**config.mk**
```make
export PLATFORM = sky130hd
export DESIGN_NAME = rdma_rsp_tid_tagger
export DESIGN_NICKNAME = d
export VERILOG_FILES = /design/src/rtl/rdma_rsp_tid_tagger_pkg.sv /design/src/rtl/rdma_tid_fifo.sv /design/src/rtl/rdma_rsp_tid_tagger.sv
export SDC_FILE = /design/constraint.sdc
export NUM_CORES = 1
export LEC_CHECK = 0
export BUFFER_PORTS_ARGS = -buffer_cell sky130_fd_sc_hd__buf_2
export CORE_AREA = 2 2 490 492
export CTS_BUF_LIST = sky130_fd_sc_hd__clkbuf_2
export CTS_CLUSTER_DIAMETER = 30
export DETAILED_ROUTE_END_ITERATION = 8
export DIE_AREA = 0 0 492 494
export HOLD_SLACK_MARGIN = 0.05
export PLACE_DENSITY = 0.3
export RECOVER_POWER = 25
export SKIP_CTS_REPAIR_TIMING = 1
export SLEW_MARGIN = 20
export SYNTH_ARGS = -nofsm -noshare
export SYNTH_HDL_FRONTEND = slang
export SYNTH_SLANG_ARGS = --single-unit
```
**constraint.sdc**
```tcl
create_clock -name aclk -period 4.4 [get_ports aclk]
set_clock_uncertainty 0.15 [all_clocks]
set_input_delay 0.66 -clock aclk [delete_from_list [all_inputs] [get_ports aclk]]
set_output_delay 0.66 -clock aclk [all_outputs]
set_load 0.005 [all_outputs]
```
**src/rtl/rdma_rsp_tid_tagger_pkg.sv**
```systemverilog
// Shared types for the RDMA read-response tid tagger: outstanding-request tag
// layout and the beat-size constant used to turn byte lengths into beats.
package rdma_rsp_tid_tagger_pkg;

  localparam int DATA_BITS_DEF = 512;
  localparam int VFID_BITS_DEF = 4;
  localparam int LEN_BITS_DEF  = 28;
  localparam int DEPTH_DEF     = 16;
  localparam int BYTES_LOG2    = $clog2(DATA_BITS_DEF / 8);

  typedef struct packed {
    logic [VFID_BITS_DEF-1:0] vfid;
    logic [LEN_BITS_DEF-1:0]  beats;
  } rd_tag_t;

  // Round a byte length up to whole beats; the sum wraps within LEN_BITS.
  function automatic logic [LEN_BITS_DEF-1:0] len_to_beats(input logic [LEN_BITS_DEF-1:0] len);
    return (len + LEN_BITS_DEF'((1 << BYTES_LOG2) - 1)) >> BYTES_LOG2;
  endfunction

endpackage

```
**src/rtl/rdma_tid_fifo.sv**
```systemverilog
// Register-based synchronous FIFO holding outstanding read tags; head is read
// combinationally so the data path sees the current tag with no extra cycle.
module rdma_tid_fifo #(
  parameter int W     = 32,
  parameter int DEPTH = 16
) (
  input  logic                     aclk,
  input  logic                     areset,
  input  logic                     push,
  input  logic                     pop,
  input  logic [W-1:0]             din,
  output logic [W-1:0]             dout,
  output logic                     full,
  output logic                     empty,
  output logic [$clog2(DEPTH):0]   count
);

  localparam int AW = $clog2(DEPTH);

  logic [W-1:0]  mem [DEPTH];
  logic [AW-1:0] wr_ptr, rd_ptr;
  logic          do_push, do_pop;

  assign full    = (count == (AW+1)'(DEPTH));
  assign empty   = (count == '0);
  assign do_push = push & ~full;
  assign do_pop  = pop & ~empty;
  assign dout    = mem[rd_ptr];

  always_ff @(posedge aclk) begin
    if (areset) begin
      wr_ptr <= '0;
      rd_ptr <= '0;
      count  <= '0;
    end else begin
      if (do_push) wr_ptr <= wr_ptr + 1'b1;
      if (do_pop)  rd_ptr <= rd_ptr + 1'b1;
      case ({do_push, do_pop})
        2'b10:   count <= count + 1'b1;
        2'b01:   count <= count - 1'b1;
        default: count <= count;
      endcase
    end
  end

  // Storage needs no reset: empty/full come from count alone.
  always_ff @(posedge aclk) begin
    if (do_push) mem[wr_ptr] <= din;
  end

endmodule

```
**src/rtl/rdma_rsp_tid_tagger.sv**
```systemverilog
// Tags RDMA read-response data with the vfid of the oldest outstanding request
// (tid) and checks each response's beat count against the request length.
module rdma_rsp_tid_tagger
  import rdma_rsp_tid_tagger_pkg::*;
#(
  parameter int DATA_BITS = DATA_BITS_DEF,
  parameter int VFID_BITS = VFID_BITS_DEF,
  parameter int LEN_BITS  = LEN_BITS_DEF,
  parameter int DEPTH     = DEPTH_DEF
) (
  input  logic                     aclk,
  input  logic                     areset,

  input  logic                     s_req_valid,
  output logic                     s_req_ready,
  input  logic [VFID_BITS-1:0]     s_req_vfid,
  input  logic [LEN_BITS-1:0]      s_req_len,

  output logic                     m_req_valid,
  input  logic                     m_req_ready,
  output logic [VFID_BITS-1:0]     m_req_vfid,
  output logic [LEN_BITS-1:0]      m_req_len,

  input  logic                     s_axis_tvalid,
  output logic                     s_axis_tready,
  input  logic [DATA_BITS-1:0]     s_axis_tdata,
  input  logic [DATA_BITS/8-1:0]   s_axis_tkeep,
  input  logic                     s_axis_tlast,

  output logic                     m_axis_tvalid,
  input  logic                     m_axis_tready,
  output logic [DATA_BITS-1:0]     m_axis_tdata,
  output logic [DATA_BITS/8-1:0]   m_axis_tkeep,
  output logic                     m_axis_tlast,
  output logic [VFID_BITS-1:0]     m_axis_tid,
  output logic [VFID_BITS-1:0]     m_axis_tdest,

  output logic [$clog2(DEPTH):0]   occupancy,
  output logic                     err_len,
  output logic [VFID_BITS-1:0]     err_vfid
);

  rd_tag_t             push_tag, head_tag;
  logic                full, empty;
  logic                req_hs, push, dat_hs, pop, len_bad;
  logic [LEN_BITS-1:0] beat_cnt, cnt_nxt;

  // Request path: pure pass-through, throttled only by tag space.
  assign m_req_valid = s_req_valid & ~full;
  assign s_req_ready = m_req_ready & ~full;
  assign m_req_vfid  = s_req_vfid;
  assign m_req_len   = s_req_len;
  assign req_hs      = s_req_valid & m_req_ready & ~full;
  // Zero-length reads return no data, so they leave no tag behind.
  assign push        = req_hs & (s_req_len != '0);
  assign push_tag    = '{vfid: s_req_vfid, beats: len_to_beats(s_req_len)};

  rdma_tid_fifo #(
    .W     ($bits(rd_tag_t)),
    .DEPTH (DEPTH)
  ) u_fifo (
    .aclk   (aclk),
    .areset (areset),
    .push   (push),
    .pop    (pop),
    .din    (push_tag),
    .dout   (head_tag),
    .full   (full),
    .empty  (empty),
    .count  (occupancy)
  );

  // Data path: no tag, no forwarding.
  assign m_axis_tvalid = s_axis_tvalid & ~empty;
  assign s_axis_tready = m_axis_tready & ~empty;
  assign m_axis_tdata  = s_axis_tdata;
  assign m_axis_tkeep  = s_axis_tkeep;
  assign m_axis_tlast  = s_axis_tlast;
  assign m_axis_tid    = head_tag.vfid;
  assign m_axis_tdest  = '0;
  assign dat_hs        = s_axis_tvalid & m_axis_tready & ~empty;
  assign pop           = dat_hs & s_axis_tlast;

  // A packet is wrong if tlast lands anywhere but on the expected final beat.
  assign cnt_nxt = beat_cnt + 1'b1;
  assign len_bad = s_axis_tlast ? (cnt_nxt != head_tag.beats)
                                : (cnt_nxt == head_tag.beats);

  always_ff @(posedge aclk) begin
    if (areset) begin
      beat_cnt <= '0;
      err_len  <= 1'b0;
      err_vfid <= '0;
    end else if (dat_hs) begin
      beat_cnt <= s_axis_tlast ? '0 : cnt_nxt;
      if (len_bad && !err_len) begin
        err_len  <= 1'b1;
        err_vfid <= head_tag.vfid;
      end
    end
  end

endmodule

```
==> flow_summary.rst, run 1 <==
.. list-table::
   :header-rows: 1

   * - Metric
     - Value
   * - Number of global-route vias before repair
     - 13100
   * - Layout Nets
     - 2037
   * - Total of endpoints with negative setup slack in the final report
     - 0
   * - Final Total Pwr
     - 8.82 mW
   * - Maximum operating frequency
     - 0.234 GHz
   * - Inserted Clock Buffers
     - 139
   * - Crit-path cells
     - dlygate4sd3_1 -> buf_2 -> nand2_1 -> a2111oi_0 -> dlygate4sd3_1 -> buf_4 -> and4_1 -> and4_1 -> and4_1 -> and3_1 -> and4_1 -> nand3_1 -> dlygate4sd3_1 -> xnor2_2
   * - Worst min path class
     - in -> reg
   * - Routed wire length
     - 256000 um
   * - Initial antenna violation count
     - 7
   * - Std cell rows
     - 179
   * - Sum of overflow across all layers after global routing
     - 0
   * - Clock period minus worst slack
     - 4.27 ns
   * - Vias per cell
     - 2.99
   * - Boundary Pins
     - 1246
   * - Final estimated routing congestion in global placement
     - 0.957
   * - Multiplexer area fraction after synthesis
     - 11.4%
   * - Layer with the highest usage after global routing
     - met3
   * - Transition time at the pin with the least slew margin
     - 0.899 ns
   * - Starting DRT DRC Count
     - 1056
   * - Capture point of the worst reg-to-reg path
     - err_vfid[3]
   * - Async SR Flop Fraction
     - 0%
   * - Status
     - finished, final reports clean
   * - Die Footprint
     - 243000 um^2
   * - First-pass detailed-route iteration total
     - 5
   * - Root cell of the clock tree
     - sky130_fd_sc_hd__clkbuf_2
   * - R2R depth
     - 11
   * - Buffers from clock root to sink, at most
     - 3
   * - Kind of capture point of the worst setup path
     - register
   * - Pins over their slew limit
     - 0
   * - Area fraction in compound gates after synthesis
     - 2.71%
   * - Core area
     - 237000 um^2
   * - Top cell type's share of synthesized area
     - 52.2%
   * - Internal power
     - 6.50 mW
   * - Die H
     - 494 um
   * - Highest net fanout along the worst path
     - 16
   * - Count of yosys warnings during synthesis
     - 0
   * - Synth-to-layout area growth
     - 10.0%
   * - Post-route ant nets
     - 0
   * - Final period util
     - 97.1%
   * - Switch share
     - 26.3%
   * - TritonCTS clock tree
     - done
   * - Met2 Track Usage GR
     - 27.5%
   * - Critical-path cell with the highest stage delay
     - sky130_fd_sc_hd__dlygate4sd3_1
   * - Dominant combinational cell family by area after synthesis
     - buffers and inverters
   * - Post-Synth Simple-Gate Area
     - 5.61%
   * - Mean instance size in the synthesized netlist
     - 13.9 um^2
   * - Post-Synth XOR/XNOR Area
     - 2.71%
   * - Post-synthesis instance area
     - 23900 um^2
   * - Number of flops mapped to enable cells by yosys
     - 416
   * - Start point of the worst min-delay path
     - s_req_len[4]
   * - DR WL/cell
     - 54.6 um
   * - Clock slew seen by the registers of the worst setup and hold paths
     - 0.09 ns
   * - Number of clock sinks
     - 466
   * - Share of the yosys chip area belonging to registers
     - 56.4%
   * - Maximum ir drop on the vdd rail
     - 0.219 mV
   * - Die span in x
     - 492 um
   * - Total count of hold-check failures in the final report
     - 0
   * - Number of maximum-capacitance violations
     - 0
   * - Source-to-sink clock delay at the later pin of the worst-skew pair
     - 1.33 ns
   * - Share of total power in combinational logic
     - 5.3%
   * - Global-route wire length before repair
     - 286000 um
   * - Proportion of power drawn by the clock network
     - 39.7%
   * - Met1 demand-to-capacity share in global routing
     - 10.5%
   * - Routed vias
     - 14000
   * - Required time of the worst setup path
     - 5.26 ns
   * - HPWL Detailed
     - 226000 um
   * - Hold worst-path end
     - u_fifo.mem[2][1]
   * - Quantity of I/O buffers inserted on ports
     - 89
   * - Stage delay of the slowest cell on the critical path
     - 0.62 ns
   * - Leading cell types in the layout, fill and taps excluded
     - sky130_fd_sc_hd__edfxtp_1 (416), sky130_fd_sc_hd__clkbuf_2 (175), sky130_fd_sc_hd__mux4_2 (112)
   * - Most frequent standard cell in the layout excluding fill and tap cells
     - sky130_fd_sc_hd__edfxtp_1
   * - #FFs+latches synth
     - 466
   * - Max H-tree Level
     - 4
   * - Type of the setup path with the least slack
     - in -> reg
   * - Relative max-transition margin
     - 39.9%
   * - Switching Power
     - 2.32 mW
   * - Power density over cell area
     - 335 nW/um^2
   * - R2R Setup Slk
     - 0.26 ns
   * - Cell mode on critical path
     - sky130_fd_sc_hd__and4_1
   * - Critical path launch point type
     - primary input
   * - Cell family contributing the most delay on the critical path
     - buffers and inverters
   * - Most used flip-flop cell after synthesis
     - sky130_fd_sc_hd__edfxtp_1
   * - Largest net degree at the start of global routing
     - 53
   * - Power share of the sequential group
     - 55.1%
   * - Min-Delay Path Depth
     - 6
   * - Number of fillers in the final layout
     - 27100
   * - Netlist cell types
     - 51
   * - Met3 Track Usage GR
     - 39.9%
   * - Core Util, Final
     - 11.1%
   * - Arrival time of data at the critical path endpoint
     - 5.13 ns
   * - Synthesized instance count
     - 1721
   * - Leakage power total
     - 7.78 nW
   * - Arithmetic-cell share of the synthesized area counting full adders, half adders and majority gates
     - 0.607%
   * - Cell type with the highest aggregate area in the netlist
     - sky130_fd_sc_hd__edfxtp_1
   * - Total Routing Usage GR
     - 20.3%
   * - Residual DRC
     - 0
   * - Layout cell share with drive strength beyond 1
     - 34.9%
   * - Initial core utilization
     - 10.1%
   * - Number of buffer and inverter instances along the worst setup path
     - 5
   * - Largest cells by area after synthesis
     - sky130_fd_sc_hd__edfxtp_1 (52%), sky130_fd_sc_hd__buf_4 (19%), sky130_fd_sc_hd__mux4_2 (11%)
==> registers in the layout, summed over array words and instances (netlist names), named ones only <==
name / cells
err_len: 1
err_vfid: 4
u_fifo.wr_ptr: 4
beat_cnt: 28
u_fifo.mem: 416
u_fifo.count: 5
u_fifo.rd_ptr: 4
==> Yosys cell counts, types with 10 or more instances <==
cell type	count
sky130_fd_sc_hd__nand3_1	24
sky130_fd_sc_hd__and3_1	10
sky130_fd_sc_hd__ha_1	10
sky130_fd_sc_hd__nand4_1	13
sky130_fd_sc_hd__and4_1	10
sky130_fd_sc_hd__buf_4	619
sky130_fd_sc_hd__mux2i_1	16
sky130_fd_sc_hd__nor2_1	69
sky130_fd_sc_hd__dfxtp_1	50
sky130_fd_sc_hd__xor2_1	30
sky130_fd_sc_hd__nor4_1	17
sky130_fd_sc_hd__nand2_1	50
sky130_fd_sc_hd__a21oi_1	33
sky130_fd_sc_hd__edfxtp_1	416
sky130_fd_sc_hd__nor3_1	21
sky130_fd_sc_hd__buf_2	17
sky130_fd_sc_hd__a22oi_1	11
sky130_fd_sc_hd__mux4_2	112
sky130_fd_sc_hd__xnor2_1	44
sky130_fd_sc_hd__o21ai_0	22
sky130_fd_sc_hd__clkbuf_1	23
sky130_fd_sc_hd__nand2b_1	18
==> final cells by class <==
| class | instances | area, um^2 | area share (%) |
|---|---|---|---|
| flip-flops and latches | 466 | 13500 | 51.3 |
| clock inverters | 67 | 449 | 1.71 |
| well taps | 3167 | 3960 | 15.1 |
| repair buffers | 216 | 1800 | 6.86 |
| diodes | 3 | 7.51 | 0.0285 |
| inverters | 7 | 26.3 | 0.0998 |
| clock buffers | 175 | 876 | 3.33 |
| multi-input cells | 581 | 5690 | 21.6 |
==> layer usage <==
| metal | share of wire, % | routed length [um] |
|---|---|---|
| met1 | 18 | 47000 |
| met2 | 39 | 100000 |
| met3 | 41 | 105000 |
| met4 | 0.72 | 1840 |
| met5 | 0.50 | 1280 |
==> cells by family (layout without fill, tap and decap cells) <==
kind of cell | Yosys count | count (layout)
adders and majority gates | 11 | 11
xor gates and xnor gates | 74 | 74
and+or+nand+nor | 262 | 262
muxes | 131 | 131
buffers and inverters | 677 | 465
DFF | 466 | 466
other | 1 | 7
AOI/OAI and AO/OA | 99 | 99
==> power groups by stage <==
stage | Clock (mW) | Combinational (mW) | Sequential (mW)
finish | 3.50 | 0.465 | 4.86
global route | 3.88 | 0.505 | 4.86
CTS | 3.66 | 0.439 | 4.86
detailed placement | 0 | 0.438 | 4.96
global placement | 0 | 0.432 | 4.96
floorplan | 0 | 0.657 | 4.96
==> through the flow <==
stage / TNS (ns) / hold slack [ns] / instances / setup slack [ns] / cell area [um^2]
5_1_grt: -0.187 / 0.122 / 4682 / -0.0187 / 26300
6_report: 0 / 0.227 / 4682 / 0.128 / 26300
3_5_place_dp: 0 / 0.318 / 4383 / 0.0229 / 24400
4_1_cts: -1.81 / -0.629 / 4625 / -0.370 / 25700
2_1_floorplan: 0 / 0.309 / 1724 / 0.582 / 23900
3_3_place_gp: -0.123 / 0.314 / 4383 / -0.0340 / 24400
==> worst max-delay path by stage <==
stage / from / endpoint / depth (start not counted) / slack (ns)
after floorplan: s_req_len[1] / u_fifo.mem[3][0] / 6 / 0.58
after global placement: register / err_vfid[1] / 10 / -0.03
after detailed placement: register / err_vfid[3] / 10 / 0.02
after CTS: register / m_axis_tid[0] / 4 / -0.37
after global routing: s_req_len[6] / u_fifo.mem[10][21] / 14 / -0.02
final: s_req_len[6] / u_fifo.mem[10][21] / 14 / 0.13
==> tightest hold or removal path: cells and delay by family <==
family	cells	cell delay, ns
simple gates	3	0.43
buf+inv	2	0.29
xor+xnor	1	0.14
Power figures use the tool's default switching activity.
==> run 2: changes to the inputs <==
CELL_PAD_IN_SITES_DETAIL_PLACEMENT = 1   (was unset)
CELL_PAD_IN_SITES_GLOBAL_PLACEMENT = 1   (was unset)
CORE_AREA = 2 2 485 487   (was 2 2 490 492)
DIE_AREA = 0 0 487 489   (was 0 0 492 494)
SYNTH_HIERARCHICAL = 1   (was unset)
==> run 2 against run 1 <==
Net effect: sequential share of layout area is 1.0 points higher; first-iteration DRC count is 45% higher; die area is 2.0% lower; power is 22% higher; combinational power is 22% higher; hold slack worse by 0.062 ns; cell count is 5.4% higher; critical path type is now reg -> reg; largest cell class unchanged; largest power group unchanged.
==> flow_summary.rst, run 2 <==
.. list-table::
   :header-rows: 1

   * - Metric
     - Value
   * - Status
     - finished, final reports clean
   * - Layout cell share with drive strength beyond 1
     - 35.7%
   * - Boundary Pins
     - 1246
   * - Most frequent standard cell in the layout excluding fill and tap cells
     - sky130_fd_sc_hd__edfxtp_1
   * - Sum of overflow across all layers after global routing
     - 0
   * - Initial antenna violation count
     - 5
   * - Total Routing Usage GR
     - 22.8%
   * - Largest net degree at the start of global routing
     - 38
   * - Number of maximum-capacitance violations
     - 0
   * - Final period util
     - 96.5%
   * - Setup repair after global routing missed its margin
     - yes
   * - DR WL/cell
     - 56.9 um
   * - Kind of capture point of the worst setup path
     - register
   * - Largest cells by area after synthesis
     - sky130_fd_sc_hd__edfxtp_1 (55%), sky130_fd_sc_hd__buf_4 (17%), sky130_fd_sc_hd__mux4_2 (12%)
   * - Mean instance size in the synthesized netlist
     - 14.8 um^2
   * - R2R Setup Slk
     - 0.15 ns
   * - Cell type with the highest aggregate area in the netlist
     - sky130_fd_sc_hd__edfxtp_1
   * - Final estimated routing congestion in global placement
     - 0.873
   * - Global-route wire length before repair
     - 318000 um
   * - Worst min path class
     - in -> reg
   * - Total count of hold-check failures in the final report
     - 0
   * - Type of the setup path with the least slack
     - reg -> reg
   * - Core area
     - 234000 um^2
   * - Largest register by flop count
     - u_fifo/mem
   * - Leakage power total
     - 9.70 nW
   * - Stage delay of the slowest cell on the critical path
     - 0.58 ns
   * - Capture point of the worst reg-to-reg path
     - err_vfid[3]
   * - Number of clock sinks
     - 562
   * - Highest net fanout along the worst path
     - 19
   * - Transition time at the pin with the least slew margin
     - 1.10 ns
   * - Die Footprint
     - 238000 um^2
   * - Most frequent cell after synthesis
     - sky130_fd_sc_hd__buf_4
   * - Post-route ant nets
     - 0
   * - Cell mode on critical path
     - sky130_fd_sc_hd__buf_12
   * - Most used flip-flop cell after synthesis
     - sky130_fd_sc_hd__edfxtp_1
   * - Pre-CTS worst setup slack
     - -0.129 ns
   * - Critical-path cell with the highest stage delay
     - sky130_fd_sc_hd__mux4_1
   * - Routed vias
     - 16900
   * - Top cell type's share of synthesized area
     - 55.0%
   * - Clock period minus worst slack
     - 4.25 ns
   * - Maximum ir drop on the vdd rail
     - 0.149 mV
   * - Final Total Pwr
     - 10.7 mW
   * - Layout Nets
     - 2355
   * - Wire length the detailed router placed on met1
     - 60100 um
   * - Total placed cells including tap cells
     - 4554
   * - Number of global-route vias before repair
     - 16600
   * - Residual DRC
     - 0
   * - Synth-to-layout area growth
     - 12.1%
   * - Maximum operating frequency
     - 0.235 GHz
   * - Max H-tree Level
     - 4
   * - TritonCTS clock tree
     - done
   * - Inserted Clock Buffers
     - 177
   * - Synth cell count leaders
     - sky130_fd_sc_hd__buf_4 (620), sky130_fd_sc_hd__edfxtp_1 (512), sky130_fd_sc_hd__mux4_2 (144)
   * - Die H
     - 489 um
   * - Std cell rows
     - 178
   * - Routed wire length
     - 281000 um
   * - Post-synthesis instance area
     - 28000 um^2
   * - Core Util, Final
     - 13.4%
   * - Synthesized instance count
     - 1891
   * - Pins over their slew limit
     - 0
   * - Critical path launch point type
     - register
   * - Count of yosys warnings during synthesis
     - 6
   * - CP Capture Point
     - err_vfid[3]
   * - Root cell of the clock tree
     - sky130_fd_sc_hd__clkbuf_2
   * - Crit-path cells
     - buf_12 -> buf_16 -> mux4_1 -> mux4_2 -> xor2_1 -> buf_4 -> a41oi_1 -> o2111ai_1 -> o31ai_1 -> nand3_1 -> nor4_4 -> xnor2_1 -> nor3_4 -> buf_12 -> mux2i_1
   * - Final WS setup
     - 0.153 ns
   * - Required time of the worst setup path
     - 5.64 ns
   * - Number of flops mapped to enable cells by yosys
     - 512
   * - Netlist cell types
     - 68
   * - Highest signal layer in the routed design
     - met5
   * - R2R depth
     - 15
   * - Async SR Flop Fraction
     - 0%
   * - Buffers from clock root to sink, at most
     - 3
   * - Power density over cell area
     - 342 nW/um^2
   * - Quantity of I/O buffers inserted on ports
     - 89
   * - HPWL Detailed
     - 243000 um
   * - Vias per cell
     - 3.42
   * - Clock slew seen by the registers of the worst setup and hold paths
     - 0.09 ns
   * - First-pass detailed-route iteration total
     - 7
   * - Share of the yosys chip area belonging to registers
     - 58.6%
   * - Met2 WL
     - 108000 um
   * - Number of flip-flops in the largest register
     - 512
   * - Total length of routed met3 wires
     - 104000 um
   * - Final Instance Count excl. Fillers
     - 4935
   * - Total of endpoints with negative setup slack in the final report
     - 0
   * - Source-to-sink clock delay at the later pin of the worst-skew pair
     - 1.50 ns
   * - Starting DRT DRC Count
     - 1526
   * - Largest registers
     - u_fifo/mem (512), beat_cnt (28), u_fifo/count (5)
   * - Relative max-transition margin
     - 26.7%
   * - Leading cell types in the layout, fill and taps excluded
     - sky130_fd_sc_hd__edfxtp_1 (512), sky130_fd_sc_hd__clkbuf_2 (245), sky130_fd_sc_hd__mux4_2 (146)
   * - Initial core utilization
     - 12.0%
   * - Die span in x
     - 487 um
   * - Arrival time of data at the critical path endpoint
     - 5.49 ns
   * - #FFs+latches synth
     - 562
==> run 2: critical path: cells and delay by family, from the launching register on <==
| family | cells | cell delay (ns) |
|---|---|---|
| simple gates | 3 | 0.79 |
| mux | 3 | 1.31 |
| xor+xnor | 2 | 0.31 |
| compound gates | 3 | 0.50 |
| flops | 1 | 0.38 |
| buf+inv | 4 | 0.69 |
==> run 2: report_power, final <==
part | switching [mW] | internal [mW]
clock | 2.51 | 1.77
combinational | 0.366 | 0.202
sequential | 0.0163 | 5.86
==> run 2: worst min-delay path by stage <==
stage,cells after the start,from,to
2_1_floorplan,2,err_vfid[0],err_vfid[0]
3_3_place_gp,2,err_vfid[2],err_vfid[2]
3_5_place_dp,2,err_vfid[0],err_vfid[0]
4_1_cts,1,s_req_vfid[0],u_fifo/mem[1][28]
5_1_grt,5,s_req_len[0],u_fifo/mem[0][3]
6_report,5,s_req_len[0],u_fifo/mem[9][3]
==> run 2: cell type report <==
class	count	area, um^2
diodes	3	7.51
inverters	19	71.3
well taps	3060	3830
flip-flops and latches	562	16400
clock buffers	245	1230
clock inverters	75	427
multi-input cells	720	7130
fillers	26400	202000
repair buffers	251	2260
==> run 2: kinds of logic after synthesis <==
logic type / count (synthesis) / synth area share [%]
buffers and inverters: 708 / 18.1
adder cells (fa/ha/maj): 9 / 0.403
AND/OR/NAND/NOR: 264 / 4.98
other: 1 / 0.0134
flip-flops: 562 / 58.6
XOR/XNOR: 60 / 1.88
AO/OA/AOI/OAI: 118 / 2.64
multiplexers: 169 / 13.4
==> run 2: metal layers <==
layer,up-vias,global-route usage (%)
met5,-,13.1
met4,56,4.56
met3,263,40.2
met2,2313,30.1
met1,8102,13.7
li1,6131,-
==> run 2: metrics by stage <==
stage	hold slack [ns]	TNS (ns)	instance area (um^2)
2_1_floorplan	0.315	0	28300
3_3_place_gp	0.313	-0.400	28900
3_5_place_dp	0.328	-0.446	28900
4_1_cts	-0.831	-3.30	30600
5_1_grt	0.0591	-0.127	31300
6_report	0.165	0	31300
